--- src/rtl/imem_loader_pkg.sv ---
// Shared types and constants for the boot-time instruction-memory loader.
// State encoding, header width and default memory depth.
package imem_loader_pkg;

    localparam int unsigned HDR_W         = 16;
    localparam int unsigned DEFAULT_DEPTH = 256;

    typedef enum logic [2:0] {
        IDLE   = 3'd0,
        LEN_LO = 3'd1,
        LEN_HI = 3'd2,
        DATA   = 3'd3,
        WRITE  = 3'd4,
        DONE   = 3'd5,
        ERROR  = 3'd6
    } state_e;

endpackage

--- src/rtl/imem_loader_byte_word_packer.sv ---
// Assembles four accepted bytes into a little-endian 32-bit word.
// word_ready fires combinationally alongside the lane-3 byte strobe.
module imem_loader_byte_word_packer (
    input  logic        i_clk,
    input  logic        i_rst_n,
    input  logic [7:0]  i_byte,
    input  logic        i_strobe,
    input  logic        i_clear,
    output logic [31:0] o_word,
    output logic        o_word_ready
);

    logic [1:0]  lane_q, lane_d;
    logic [23:0] asm_q, asm_d;

    always_comb begin
        lane_d = lane_q;
        asm_d  = asm_q;
        if (i_clear) begin
            lane_d = 2'd0;
            asm_d  = '0;
        end else if (i_strobe) begin
            lane_d = lane_q + 2'd1;
            unique case (lane_q)
                2'd0:    asm_d[7:0]   = i_byte;
                2'd1:    asm_d[15:8]  = i_byte;
                2'd2:    asm_d[23:16] = i_byte;
                default: ;
            endcase
        end
    end

    always_ff @(posedge i_clk or negedge i_rst_n) begin
        if (!i_rst_n) begin
            lane_q <= 2'd0;
            asm_q  <= '0;
        end else begin
            lane_q <= lane_d;
            asm_q  <= asm_d;
        end
    end

    // Top byte is passed straight through so the word is complete on the lane-3 edge.
    assign o_word       = {i_byte, asm_q};
    assign o_word_ready = i_strobe && !i_clear && (lane_q == 2'd3);

endmodule

--- src/rtl/imem_loader.sv ---
// Boot loader: parses a 16-bit word-count header, streams little-endian words
// into instruction memory and holds the core in reset until the image is in.
module imem_loader
    import imem_loader_pkg::*;
#(
    parameter int unsigned DEPTH  = DEFAULT_DEPTH,
    parameter int unsigned ADDR_W = 32
) (
    input  logic              i_clk,
    input  logic              i_rst_n,
    input  logic              i_start,
    input  logic [7:0]        i_rx_data,
    input  logic              i_rx_valid,
    output logic              o_rx_ready,
    output logic              o_we,
    output logic [ADDR_W-1:0] o_waddr,
    output logic [31:0]       o_wdata,
    output logic              o_busy,
    output logic              o_done,
    output logic              o_error,
    output logic              o_cpu_rst_n,
    output logic [15:0]       o_word_count
);

    state_e             state_q, state_d;
    logic [HDR_W-1:0]   len_q, len_d;
    logic [15:0]        count_q, count_d;
    logic [ADDR_W-1:0]  waddr_q, waddr_d;
    logic [31:0]        wdata_q, wdata_d;

    logic               pack_strobe;
    logic               pack_clear;
    logic [31:0]        pack_word;
    logic               pack_ready;
    logic [HDR_W-1:0]   hdr_full;
    logic [15:0]        count_inc;

    assign pack_strobe = (state_q == DATA) && i_rx_valid;
    assign pack_clear  = (state_q == LEN_HI) && i_rx_valid;
    assign hdr_full    = {i_rx_data, len_q[7:0]};
    assign count_inc   = count_q + 16'd1;

    imem_loader_byte_word_packer u_packer (
        .i_clk        (i_clk),
        .i_rst_n      (i_rst_n),
        .i_byte       (i_rx_data),
        .i_strobe     (pack_strobe),
        .i_clear      (pack_clear),
        .o_word       (pack_word),
        .o_word_ready (pack_ready)
    );

    always_comb begin
        state_d     = state_q;
        len_d       = len_q;
        count_d     = count_q;
        waddr_d     = waddr_q;
        wdata_d     = wdata_q;
        o_rx_ready  = 1'b0;
        o_we        = 1'b0;
        o_busy      = 1'b0;
        o_done      = 1'b0;
        o_error     = 1'b0;
        o_cpu_rst_n = 1'b0;

        unique case (state_q)
            IDLE: begin
                if (i_start) begin
                    state_d = LEN_LO;
                    count_d = '0;
                end
            end
            LEN_LO: begin
                o_rx_ready = 1'b1;
                o_busy     = 1'b1;
                if (i_rx_valid) begin
                    len_d[7:0] = i_rx_data;
                    state_d    = LEN_HI;
                end
            end
            LEN_HI: begin
                o_rx_ready = 1'b1;
                o_busy     = 1'b1;
                if (i_rx_valid) begin
                    len_d = hdr_full;
                    if (hdr_full == '0) begin
                        state_d = DONE;
                    end else if (32'(hdr_full) > DEPTH) begin
                        state_d = ERROR;
                    end else begin
                        state_d = DATA;
                    end
                end
            end
            DATA: begin
                o_rx_ready = 1'b1;
                o_busy     = 1'b1;
                if (pack_ready) begin
                    // Address and data are latched here so WRITE presents them registered.
                    waddr_d = ADDR_W'({count_q, 2'b00});
                    wdata_d = pack_word;
                    state_d = WRITE;
                end
            end
            WRITE: begin
                o_we    = 1'b1;
                o_busy  = 1'b1;
                count_d = count_inc;
                state_d = (count_inc == len_q) ? DONE : DATA;
            end
            DONE: begin
                o_done      = 1'b1;
                o_cpu_rst_n = 1'b1;
                if (i_start) begin
                    state_d = LEN_LO;
                    count_d = '0;
                end
            end
            ERROR: begin
                o_error = 1'b1;
                if (i_start) begin
                    state_d = LEN_LO;
                    count_d = '0;
                end
            end
            default: state_d = IDLE;
        endcase
    end

    always_ff @(posedge i_clk or negedge i_rst_n) begin
        if (!i_rst_n) begin
            state_q <= IDLE;
            len_q   <= '0;
            count_q <= '0;
            waddr_q <= '0;
            wdata_q <= '0;
        end else begin
            state_q <= state_d;
            len_q   <= len_d;
            count_q <= count_d;
            waddr_q <= waddr_d;
            wdata_q <= wdata_d;
        end
    end

    assign o_waddr      = waddr_q;
    assign o_wdata      = wdata_q;
    assign o_word_count = count_q;

endmodule

--- config.mk ---
export PLATFORM = sky130hd
export DESIGN_NAME = imem_loader
export DESIGN_NICKNAME = d
export VERILOG_FILES = /design/src/rtl/imem_loader_pkg.sv /design/src/rtl/imem_loader_byte_word_packer.sv /design/src/rtl/imem_loader.sv
export SDC_FILE = /design/constraint.sdc
export NUM_CORES = 1
export LEC_CHECK = 0
export ABC_AREA = 1
export BUFFER_PORTS_ARGS = -buffer_cell sky130_fd_sc_hd__buf_4
export CORE_AREA = 10 10 139 116
export CTS_CLUSTER_SIZE = 16
export DETAILED_ROUTE_END_ITERATION = 16
export DIE_AREA = 0 0 149 126
export HOLD_SLACK_MARGIN = 0.15
export PLACE_DENSITY = 0.59
export SKIP_LAST_GASP = 1
export SYNTH_ARGS = -nofsm -noshare
export SYNTH_HDL_FRONTEND = slang
export SYNTH_SLANG_ARGS = --single-unit
--- constraint.sdc ---
create_clock -name i_clk -period 2.4 [get_ports i_clk]
set_clock_uncertainty 0.1 [all_clocks]
set_input_delay 0.12 -clock i_clk [delete_from_list [all_inputs] [get_ports i_clk]]
set_output_delay 0.12 -clock i_clk [all_outputs]
set_load 0.03 [all_outputs]
# After elaboration in Yosys (flattened, before gate mapping)
# Cells that the tools add are included.
# W data, S select, Z words.
[totals]
rom_bits = 0
out_inout_bits = 86
latchBits = 0
wordCells = 76
ram_bits = 0
ff_bits = 109
mem_count = 0
[classes]
shift = 0
div = 0
muxes = 24
order_cmp = 1
reduce_logical = 24
bitwise_logic = 1
eq_ne = 14
multipliers = 0
addsub = 2
[op_table]
columns = ["operator", "n"]
rows = [
  ["$mux W24", 2],
  ["$mux W8", 4],
  ["$pmux W16 S2", 1],
  ["$mux W3", 7],
  ["$add A16 B1 Y16 const B", 1],
  ["$eq A16 B16 Y1", 1],
  ["$gt A16 B9 Y1 const B", 1],
  ["$logic_not A16 Y1", 1],
  ["$mux W16", 1],
  ["$pmux W8 S2", 1],
  ["$pmux W3 S5", 1],
  ["$reduce_and A2 Y1", 6],
  ["$reduce_bool A2 Y1", 5],
  ["$eq A3 B3 Y1 const B", 3],
  ["$eq A3 B2 Y1 const B", 2],
  ["$ne A2 B2 Y1 const B", 3],
  ["$reduce_or A3 Y1", 2],
  ["$mux W1", 5],
  ["$eq A2 B2 Y1 const B", 2],
  ["$logic_and A1 B1 Y1", 4],
  ["$mux W2", 2],
  ["$reduce_and A4 Y1", 1],
  ["$reduce_or A4 Y1", 1],
  ["$eq A3 B1 Y1 const B", 1],
  ["8 further kinds", 8],
]

# Logic depth before layout (Yosys ltp)
# Gate-level depths: netlist of the first run.
[depth]
depth_word = 7
ltp_mapped = 15

# Cells and area by module
# Synthesis of the first run repeated with hierarchy kept, for this count alone.
[hier_totals]
hier_cells = 619
hier_area_um2 = 5449.0
[by_module_without_submodules]
columns = ["module", "instances", "seq_area_each_um2", "cells_each", "area_each_um2"]
rows = [
  ["imem_loader", 1, 2077.0, 472, 4113.9],
  ["imem_loader_byte_word_packer", 1, 650.6, 147, 1335.0],
]

# Worst setup path after synthesis of the first run
# OpenSTA, ideal clock, no wires.
[synth_path]
kind = "register -> register"
start = "register count_q[0] (netlist: o_word_count[0])"
end = "register state_q[1]"
setup_ns = 0.117
synth_period_minus_slack_ns = 2.081
arrival_ns = 1.864
required_time_ns = 2.183
path_stages_with_launch = 13
setup_slack_ns = 0.319
path_cell_list = "dfrtp_1 -> ha_1 -> nand2_1 -> nor2_4 -> nand3_1 -> xnor3_1 -> nand2_1 -> nor2_1 -> nand3_1 -> nand2_1 -> nand2_1 -> nand2_1 -> nand2_1"
[synth_between]
elab_chain_cells = 4
[synth_rtl]
columns = ["item", "line", "source"]
rows = [
  ["start, declared", "imem_loader.sv:27", "logic [15:0] count_q, count_d;"],
  ["start signal, assigned", "imem_loader.sv:140", "count_q <= count_d;"],
  ["$add A16 B1 Y16", "imem_loader.sv:41", "assign count_inc = count_q + 16'd1;"],
  ["$eq A16 B16 Y1", "imem_loader.sv:109", "state_d = (count_inc == len_q) ? DONE : DATA;"],
  ["$mux W3", "imem_loader.sv:109", ""],
  ["$pmux W3 S5", "imem_loader.sv:66", "unique case (state_q)"],
  ["end signal, assigned", "imem_loader.sv:138", "state_q <= state_d;"],
  ["end, declared", "imem_loader.sv:25", "state_e state_q, state_d;"],
]
# Every way passes these cells.
# A chain may end at the register's enable or synchronous reset.

# Worst setup path after layout of the first run
[layout_path]
start = "register count_q[2] (netlist: o_word_count[2])"
end = "register state_q[2]"
# The elaborated chain is that of the path after synthesis.

==> results.py, run 1 <==
metrics = {
    "synthesis": {
        "ys_warn_count": 0,
        "ys_async_sr_fraction_pct": 100.0,
        "synthCells": 658,
        "yosysUniqueCellTypes": 29,
        "ys_seq_area_share_pct": 52.13,
        "synthTopCellsByCount": "187 x nand2_1, 109 x dfrtp_1, 103 x o21ai_0",
        "netlist_area_sq_um": 5233,
        "synth_top_cell_area_share_pct": 52.13,
        "synth_area_leader_cell": "dfrtp_1",
        "ys_seq_elements": 109,
        "synth_most_common_cell": "nand2_1",
        "synth-edff-count": 0,
        "synth_area_per_cell_sq_um": 7.952,
        "synthFlopType": "dfrtp_1",
        "synthTopCellsByArea": "dfrtp_1 52%, nand2_1 13%, o21ai_0 9.9%",
    },
    "power_and_ir_drop": {
        "power_switching_mw": 2.990,
        "swShare_pct": 41.82,
        "power_density_nw_per_um2": 1116,
        "internal_power_mw": 4.160,
        "combPwrFrac_pct": 40.0,
        "totalPowerFinal_mw": 7.150,
        "leakagePower_nw": 3.161,
        "clkPwrFrac_pct": 20.4,
        "p_seq_share_pct": 39.6,
        "peakVddDrop_uv": 597.1,
    },
    "global_route": {
        "grt.total_usage_pct": 15.31,
        "gr-total-overflow": 0,
        "grt_pass1_vias": 4442,
        "antenna_found_initial": 0,
        "grt_pass1_wl_um": 23450,
        "grt_max_degree": 71,
    },
    "worst_setup_path": {
        "crit_fanout": 11,
        "crit_path_cell_trace": "nand2_1, nor2_4, nand2_2, nor2_1, nand2_1, nand2_1, nand2_1, nand2_1, nand3_1, nor2_1, nand3_1, nand2_1, nand2_1, nand2_1",
        "crit_top_cell": "nand2_1",
        "slowest_stage": "dfrtp_1",
        "reg2reg_slack_ns": 0.25,
        "reg2reg_depth": 14,
        "crit_type": "reg -> reg",
        "cp-end-kind": "register",
        "max_stage_delay_ns": 0.49,
        "cp.required_ns": 2.58,
        "arrival_ns": 2.33,
        "cp-start-kind": "register",
    },
    "floorplan": {
        "rows": 38,
        "dieArea_sq_um": 18770,
        "die_y_um": 126,
        "start_util_pct": 39.30,
        "core_sq_um": 13310,
        "die_w_um": 149,
        "pin_count": 98,
    },
    "timing": {
        "rsz0062_at_grt": "false",
        "fin_crit_sh_pct": 89.58,
        "fmax_ghz": 0.4652,
        "report.final.slew_viol_count": 0,
        "fin_ws_ns": 0.2502,
        "hold_viol_final": 0,
        "min_period_ns": 2.150,
        "setup_tns_ns": 0,
        "relSlewSlack_pct": 51.78,
        "worst_slew_pin_slew_ns": 0.7233,
        "setup_viol": 0,
    },
    "finish": {
        "antenna_cells": 0,
        "nNetsFinal": 766,
        "drive_above_1_share_pct": 16.31,
        "areaGrowthSynthToFinish_pct": 22.43,
    },
    "cts": {
        "clk_path_buf_depth": 2,
        "cts.sinks": 109,
        "worstSkewPairLatency_ns": 0.35,
        "cts_tree": "built",
        "clkTransAtPathRegs_ns": 0.07,
        "h-tree-depth": 3,
        "cts-buffers-inserted": 9,
        "root_buffer": "clkbuf_16",
    },
    "route": {
        "vias_per_cell": 4.890,
        "drtPass1Iterations": 5,
        "wl_per_cell_um": 15.25,
        "route.detailed.drc": 0,
        "ant_nets": 0,
        "drtIter0Drc": 399,
        "vias": 4567,
        "drt_wl_total_um": 14250,
    },
    "place": {
        "gp_congestion": 0.8754,
        "hpwl_um": 10530,
        "place_ws_ns": 0.2205,
        "placement.io_buffers": 81,
    },
    "outcome": {
        "status": "complete, no violations",
    },
    "flow_run": {
        "drv_cap": 0,
    },
    "worst_hold_path": {
        "whs_path_depth": 5,
        "worst_hold_path_type": "in -> reg",
    },
}
what timing repair did:
| item | 4_1_cts | 5_1_grt |
|---|---|---|
| endpoints found under the hold margin | 79 | 0 |
| endpoints found under the setup margin | 0 | 2 |
| gates resized for setup | 0 | 4 |
| buffers inserted | 0 | 0 |
| hold buffers | 10 | 0 |
metal layers:
metal	global-route usage, %	share of wire [%]	vias up
met5	0	0	-
met4	2.882	1.1	0
met3	4.653	5.9	14
met2	23.28	45	121
met1	21.14	48	2178
li1	-	-	2254
metrics by stage:
stage	instances	cell area (sq um)	utilization [%]	hold slack, ns
finish	934	6406	48.12	0.1848
global route	934	6406	48.12	0.2390
CTS	933	6385	47.96	0.1774
detailed placement	907	5995	45.03	0.1192
global placement	907	5995	45.03	0.1255
floorplan	673	5289	-	-0.2756
worst max-delay path, delay by kind of cell (launching register included):
family | cells | cell delay, ns
AND/OR/NAND/NOR | 14 | 1.48
flip-flops | 1 | 0.49
registers in the layout (all words and copies together) (netlist names):
register / flops
o_word_count: 16
u_packer.asm_q: 24
state_q: 3
u_packer.lane_q: 2
o_wdata: 32
o_waddr: 16
len_q: 16
layout make-up:
class                   instances  area, sq um
flip-flops and latches        109         2728
inverters                      82        307.8
fillers                      1318         6907
repair buffers                100        788.3
clock buffers                   9        225.2
multi-input cells             447         2067
well taps                     180        225.2
clock inverters                 7        65.06
power by group through the flow:
stage	Clock (mW)	Sequential (mW)	Combinational (mW)
after floorplan	0	3.30	1.37
after global placement	0	2.84	2.82
after detailed placement	0	2.86	2.86
after CTS	1.50	2.83	2.89
after global routing	1.59	2.91	3.22
final	1.46	2.83	2.86
placed cells by master, fill, tap and decap left out:
| master | instances |
|---|---|
| o22ai_1 | 4 |
| nand2_1 | 185 |
| xnor2_1 | 1 |
| nor2_2 | 4 |
| nor3_1 | 1 |
| o21ai_1 | 1 |
| nand3_1 | 52 |
| inv_6 | 1 |
| clkinv_1 | 2 |
| dfrtp_1 | 109 |
| nor2_1 | 44 |
| clkinv_2 | 1 |
| inv_1 | 78 |
| nand4_1 | 11 |
| ha_1 | 4 |
| a21oi_1 | 3 |
| buf_4 | 89 |
| nor3_2 | 1 |
| xnor3_1 | 1 |
| dlygate4sd3_1 | 10 |
| clkinv_4 | 2 |
| ha_2 | 1 |
| conb_1 | 16 |
| buf_12 | 1 |
| or2_1 | 1 |
| clkbuf_16 | 9 |
| nor4_1 | 2 |
| nand2_2 | 4 |
| inv_2 | 2 |
| o21ai_2 | 1 |
| o21ai_0 | 103 |
| xor2_1 | 2 |
| nor2_4 | 4 |
| inv_8 | 3 |
| a31oi_1 | 1 |
kinds of logic after synthesis:
| family | synth area share, % |
|---|---|
| AND/OR/NAND/NOR | 24.77 |
| flip-flops | 52.13 |
| adder cells (fa/ha/maj) | 1.196 |
| buffers and inverters | 9.900 |
| XOR/XNOR | 0.9326 |
| other | 0.07167 |
| AO/OA/AOI/OAI | 11.00 |
path summary, 6_finish.rpt:
check	start	end
worst min register to register	o_waddr[3]	o_waddr[3]
worst min-delay path	i_rx_valid	u_packer.lane_q[0]
worst max-delay path	o_word_count[2]	state_q[2]
worst max register to register	o_word_count[2]	state_q[2]
min in group asynchronous	i_rst_n	o_waddr[4]
max in group asynchronous	i_rst_n	o_word_count[3]
Power figures use the tool's default switching activity.
==> run 2, diff against run 1 <==
--- a/config.mk
+++ b/config.mk
@@ -7,13 +7,15 @@
 export LEC_CHECK = 0
 export ABC_AREA = 1
 export BUFFER_PORTS_ARGS = -buffer_cell sky130_fd_sc_hd__buf_4
+export CAP_MARGIN = 20
 export CORE_AREA = 10 10 139 116
 export CTS_CLUSTER_SIZE = 16
 export DETAILED_ROUTE_END_ITERATION = 16
 export DIE_AREA = 0 0 149 126
 export HOLD_SLACK_MARGIN = 0.15
-export PLACE_DENSITY = 0.59
+export PLACE_DENSITY = 0.61
 export SKIP_LAST_GASP = 1
+export SLEW_MARGIN = 30
 export SYNTH_ARGS = -nofsm -noshare
 export SYNTH_HDL_FRONTEND = slang
 export SYNTH_SLANG_ARGS = --single-unit
==> constraint.sdc (replaced) <==
create_clock -name i_clk -period 1.8 [get_ports i_clk]
set_clock_uncertainty 0.1 [all_clocks]
set_input_delay 0.09 -clock i_clk [delete_from_list [all_inputs] [get_ports i_clk]]
set_output_delay 0.09 -clock i_clk [all_outputs]
set_load 0.03 [all_outputs]
==> results.py, run 2 (same netlist as run 1, synthesis figures left out) <==
metrics = {
    "worst_setup_path": {
        "crit_path_cell_trace": "ha_4, nand2_4, nor2_4, nand3_2, nand3_1, nand2_1, nor2_2, nand2_1, nor2_1, nand3_1, nand2_1, nand2_1, nand2_1, nand2_1",
        "crit_buf_inv": 0,
        "rr_endpoint": "state_q[1]",
        "arrival_ns": 2.07,
        "crit_type": "reg -> reg",
        "crit_fanout": 5,
        "r2r_start": "o_word_count[1]",
        "cp-start-kind": "register",
        "max_stage_delay_ns": 0.42,
        "reg2reg_depth": 14,
        "reg2reg_slack_ns": -0.12,
        "slowest_stage": "dfrtp_2",
        "path_delay_family": "simple AND/OR/NAND/NOR gates",
        "crit_start": "o_word_count[1]",
        "cp.required_ns": 1.95,
        "cp-end-kind": "register",
        "crit_top_cell": "nand2_1",
    },
    "global_route": {
        "antenna_found_initial": 0,
        "grt.total_usage_pct": 15.94,
        "grt_pass1_vias": 4629,
        "grt_max_degree": 79,
        "grtUsageMet3_pct": 4.903,
        "use_met1_pct": 20.29,
        "grt_pass1_wl_um": 24210,
        "grt_busiest_layer": "met2",
        "gr-total-overflow": 0,
        "met2_usage_pct": 25.66,
    },
    "floorplan": {
        "rows": 38,
        "dieArea_sq_um": 18770,
        "core_sq_um": 13310,
        "pin_count": 98,
        "die_w_um": 149,
        "start_util_pct": 39.30,
        "die_y_um": 126,
    },
    "timing": {
        "hold_viol_final": 0,
        "fin_ws_ns": -0.1204,
        "setup_viol": 3,
        "rsz0062_at_grt": "true",
        "hold_slack_ns": 0.3896,
        "min_period_ns": 1.920,
        "report.final.slew_viol_count": 0,
        "fmax_ghz": 0.5207,
        "fin_crit_sh_pct": 106.7,
        "setup_tns_ns": -0.2527,
    },
    "route": {
        "drt_wl_total_um": 15700,
        "ant_nets": 0,
        "drtPass1Iterations": 5,
        "vias_per_cell": 4.769,
        "wl_per_cell_um": 15.42,
        "route.detailed.drc": 0,
        "drtIter0Drc": 292,
        "vias": 4855,
    },
    "cts": {
        "h-tree-depth": 3,
        "clk_path_buf_depth": 2,
        "worstSkewPairLatency_ns": 0.36,
        "cts-buffers-inserted": 9,
        "clkTransAtPathRegs_ns": 0.07,
        "root_buffer": "clkbuf_16",
        "cts.sinks": 109,
        "cts_tree": "built",
    },
    "finish": {
        "n_fill_cell": 1249,
        "multiInputGateArea_sq_um": 2190,
        "final_common_cell": "nand2_1",
        "drive_above_1_share_pct": 29.00,
        "regArea_sq_um": 2740,
        "nNetsFinal": 850,
        "fin_util_pct": 54.75,
        "layout_common_cells": "179 x nand2_1, 162 x buf_4, 99 x dfrtp_1",
        "antenna_cells": 0,
        "areaGrowthSynthToFinish_pct": 39.29,
        "largest_reg_flops": 32,
    },
    "place": {
        "hpwl_um": 11340,
        "placement.io_buffers": 81,
        "gp_congestion": 0.8971,
    },
    "outcome": {
        "violations": "setup timing",
        "status": "finished with violations",
    },
    "worst_hold_path": {
        "hold_end": "o_waddr[16]",
        "whs_path_depth": 2,
        "worst_hold_path_type": "reg -> reg",
        "min-delay-start": "o_waddr[16]",
    },
    "power_and_ir_drop": {
        "leakagePower_nw": 3.633,
        "peakVddDrop_uv": 990.4,
        "power_density_nw_per_um2": 1409,
    },
    "flow_run": {
        "drv_cap": 0,
    },
}
[run 2: final cells by class]
type	count	area share (%)
clock buffers	11	3.193
multi-input cells	447	30.04
repair buffers	184	20.96
flip-flops and latches	109	37.60
inverters	82	4.223
well taps	180	3.090
clock inverters	5	0.8927
[run 2: power breakdown]
group	switching (mW)	internal (mW)	total (mW)
Sequential	0.490	3.29	3.78
Combinational	2.76	1.71	4.47
Clock	0.921	1.10	2.02
[run 2: worst max path at each step]
stage	cells past startpoint	slack, ns	to
3_3_place_gp	14	-0.13	state_q[1]
5_1_grt	14	-0.26	state_q[1]
3_5_place_dp	14	-0.13	state_q[1]
2_1_floorplan	14	-0.08	state_q[1]
6_report	14	-0.12	state_q[1]
4_1_cts	14	-0.07	state_q[1]
[run 2: through the flow]
| step | power, mW | instances | setup WS [ns] | instance area [sq um] |
|---|---|---|---|---|
| 2_1_floorplan | 6.260 | 673 | -0.07878 | 5335 |
| 3_3_place_gp | 7.868 | 972 | -0.1294 | 6579 |
| 3_5_place_dp | 7.969 | 972 | -0.1346 | 6579 |
| 4_1_cts | 10.08 | 1002 | -0.06662 | 7036 |
| 5_1_grt | 11.00 | 1018 | -0.2584 | 7288 |
| 6_report | 10.27 | 1018 | -0.1204 | 7288 |
[run 2: routing by layer]
layer,up-vias,routed length (um)
li1,2421,-
met1,2305,6936
met2,112,7535
met3,17,989
met4,0,235
met5,-,0
[run 2: worst min-delay path, stage by stage, from the launching register on]
cell and delay (ns):
dfrtp_1 0.35, nand2_1 0.05, o21ai_0 0.06
[run 2: timing repair]
action,CTS,global route
endpoints found under the hold margin,155,0
gates cloned,1,3
endpoints found under the setup margin,5,39
buffers inserted,1,13
resized for setup,8,36
pin swaps,9,15
hold buffers,12,0
==> run 3, diff against run 2 <==
--- a/config.mk
+++ b/config.mk
@@ -8,10 +8,10 @@
 export ABC_AREA = 1
 export BUFFER_PORTS_ARGS = -buffer_cell sky130_fd_sc_hd__buf_4
 export CAP_MARGIN = 20
-export CORE_AREA = 10 10 139 116
+export CORE_AREA = 10 10 126 128
 export CTS_CLUSTER_SIZE = 16
 export DETAILED_ROUTE_END_ITERATION = 16
-export DIE_AREA = 0 0 149 126
+export DIE_AREA = 0 0 136 138
 export HOLD_SLACK_MARGIN = 0.15
 export PLACE_DENSITY = 0.61
 export SKIP_LAST_GASP = 1
==> results.py, run 3 (same netlist as run 1, synthesis figures left out) <==
metrics = {
    "route": {
        "drtIter0Drc": 231,
        "wl_per_cell_um": 15.72,
        "vias_per_cell": 4.789,
        "vias": 4899,
        "drt_wl_total_um": 16080,
        "ant_nets": 0,
        "drtPass1Iterations": 5,
        "route.detailed.drc": 0,
    },
    "timing": {
        "fin_ws_ns": -0.1300,
        "fmax_ghz": 0.5181,
        "report.final.slew_viol_count": 0,
        "worst_slew_pin_slew_ns": 0.5257,
        "fin_crit_sh_pct": 107.2,
        "rsz0062_at_grt": "true",
        "setup_viol": 5,
        "hold_slack_ns": 0.1573,
        "relSlewSlack_pct": 64.96,
        "setup_tns_ns": -0.2951,
        "min_period_ns": 1.930,
        "hold_viol_final": 0,
    },
    "global_route": {
        "grt.total_usage_pct": 16.25,
        "grt_pass1_wl_um": 24940,
        "grt_pass1_vias": 4986,
        "grt_max_degree": 63,
        "gr-total-overflow": 0,
        "antenna_found_initial": 0,
    },
    "finish": {
        "drive_above_1_share_pct": 28.83,
        "antenna_cells": 0,
        "nNetsFinal": 855,
        "largest_reg_flops": 32,
        "layout_common_cells": "182 x nand2_1, 163 x buf_4, 102 x o21ai_0",
        "postLayoutCellArea_sq_um": 7340,
        "areaGrowthSynthToFinish_pct": 40.27,
        "final_common_cell": "nand2_1",
    },
    "floorplan": {
        "die_y_um": 138,
        "pin_count": 98,
        "core_sq_um": 13500,
        "start_util_pct": 38.75,
        "die_w_um": 136,
        "dieArea_sq_um": 18770,
        "rows": 43,
    },
    "cts": {
        "h-tree-depth": 3,
        "cts_tree": "built",
        "clk_path_buf_depth": 2,
        "worstSkewPairLatency_ns": 0.35,
        "root_buffer": "clkbuf_16",
        "cts.sinks": 109,
        "cts-buffers-inserted": 9,
        "clkTransAtPathRegs_ns": 0.07,
    },
    "place": {
        "hpwl_um": 11310,
        "gp_congestion": 0.9032,
        "placement.io_buffers": 81,
        "postPlaceCellArea_sq_um": 6619,
        "place_ws_ns": -0.2031,
    },
    "worst_setup_path": {
        "rr_endpoint": "state_q[1]",
        "arrival_ns": 2.08,
        "cp-end-kind": "register",
        "cp-start-kind": "register",
        "r2r_start": "o_word_count[0]",
        "crit_fanout": 5,
        "cp.required_ns": 1.95,
        "reg2reg_slack_ns": -0.13,
        "crit_type": "reg -> reg",
        "reg2reg_depth": 15,
    },
    "power_and_ir_drop": {
        "power_density_nw_per_um2": 1412,
        "peakVddDrop_uv": 966.8,
        "leakagePower_nw": 3.676,
        "totalPowerFinal_mw": 10.37,
    },
    "outcome": {
        "status": "finished with violations",
        "violations": "setup timing",
    },
    "worst_hold_path": {
        "worst_hold_path_type": "in -> async",
    },
    "flow_run": {
        "drv_cap": 0,
    },
}
-- run 3: metal layers --
layer | wire length [um] | GRT usage (%) | vias up | share of wire, %
met5 | 0 | 0 | - | 0
met4 | 337 | 5.889 | 0 | 2.1
met3 | 769 | 3.333 | 24 | 4.8
met2 | 8062 | 28.12 | 110 | 50
met1 | 6908 | 19.29 | 2332 | 43
li1 | - | - | 2433 | -
-- run 3: where the power goes --
group | switching, mW | leakage, nW | internal (mW)
logic | 2.79 | 2.11 | 1.87
clock network | 0.963 | 0.141 | 0.991
registers | 0.472 | 1.42 | 3.28
-- run 3: area by class of cell --
class,count,area (sq um)
clock buffer,10,239.0
clock inverter,6,46.29
fill,1276,6165
inverter,82,314.1
multi-input combinational,447,2172
sequential,109,2739
tap,180,225.2
timing repair buffer,189,1604
-- run 3: worst max-delay path by stage --
stage,from,endpoint
2_1_floorplan,o_word_count[1],state_q[1]
3_3_place_gp,o_word_count[0],state_q[1]
3_5_place_dp,o_word_count[0],state_q[1]
4_1_cts,o_word_count[0],state_q[1]
5_1_grt,o_word_count[0],state_q[1]
6_report,o_word_count[0],state_q[1]
-- run 3: repair_timing --
action,in CTS,in global routing
hold endpoints to repair,148,0
pin swaps,6,8
setup buffers,6,6
gates cloned,1,5
endpoints found under the setup margin,5,82
resized for setup,13,24
hold buffers,11,0
-- run 3: through the flow --
stage,util (%),instances
6_report,54.35,1023
5_1_grt,54.35,1023
4_1_cts,52.62,1013
3_5_place_dp,49.01,979
3_3_place_gp,49.01,979
2_1_floorplan,-,673
-- run 3: worst max-delay path, stage by stage (launching register included) --
cell	delay [ns]
dfrtp_2	0.42
ha_4	0.17
nand2_4	0.08
nor2_4	0.16
buf_4	0.14
nand3_1	0.07
nand2_1	0.09
nand3_1	0.06
nand2_1	0.10
nand2_1	0.06
nor2_1	0.09
nand3_1	0.08
nand2_1	0.06
nand2_1	0.05
nand2_1	0.05
nand2_1	0.04
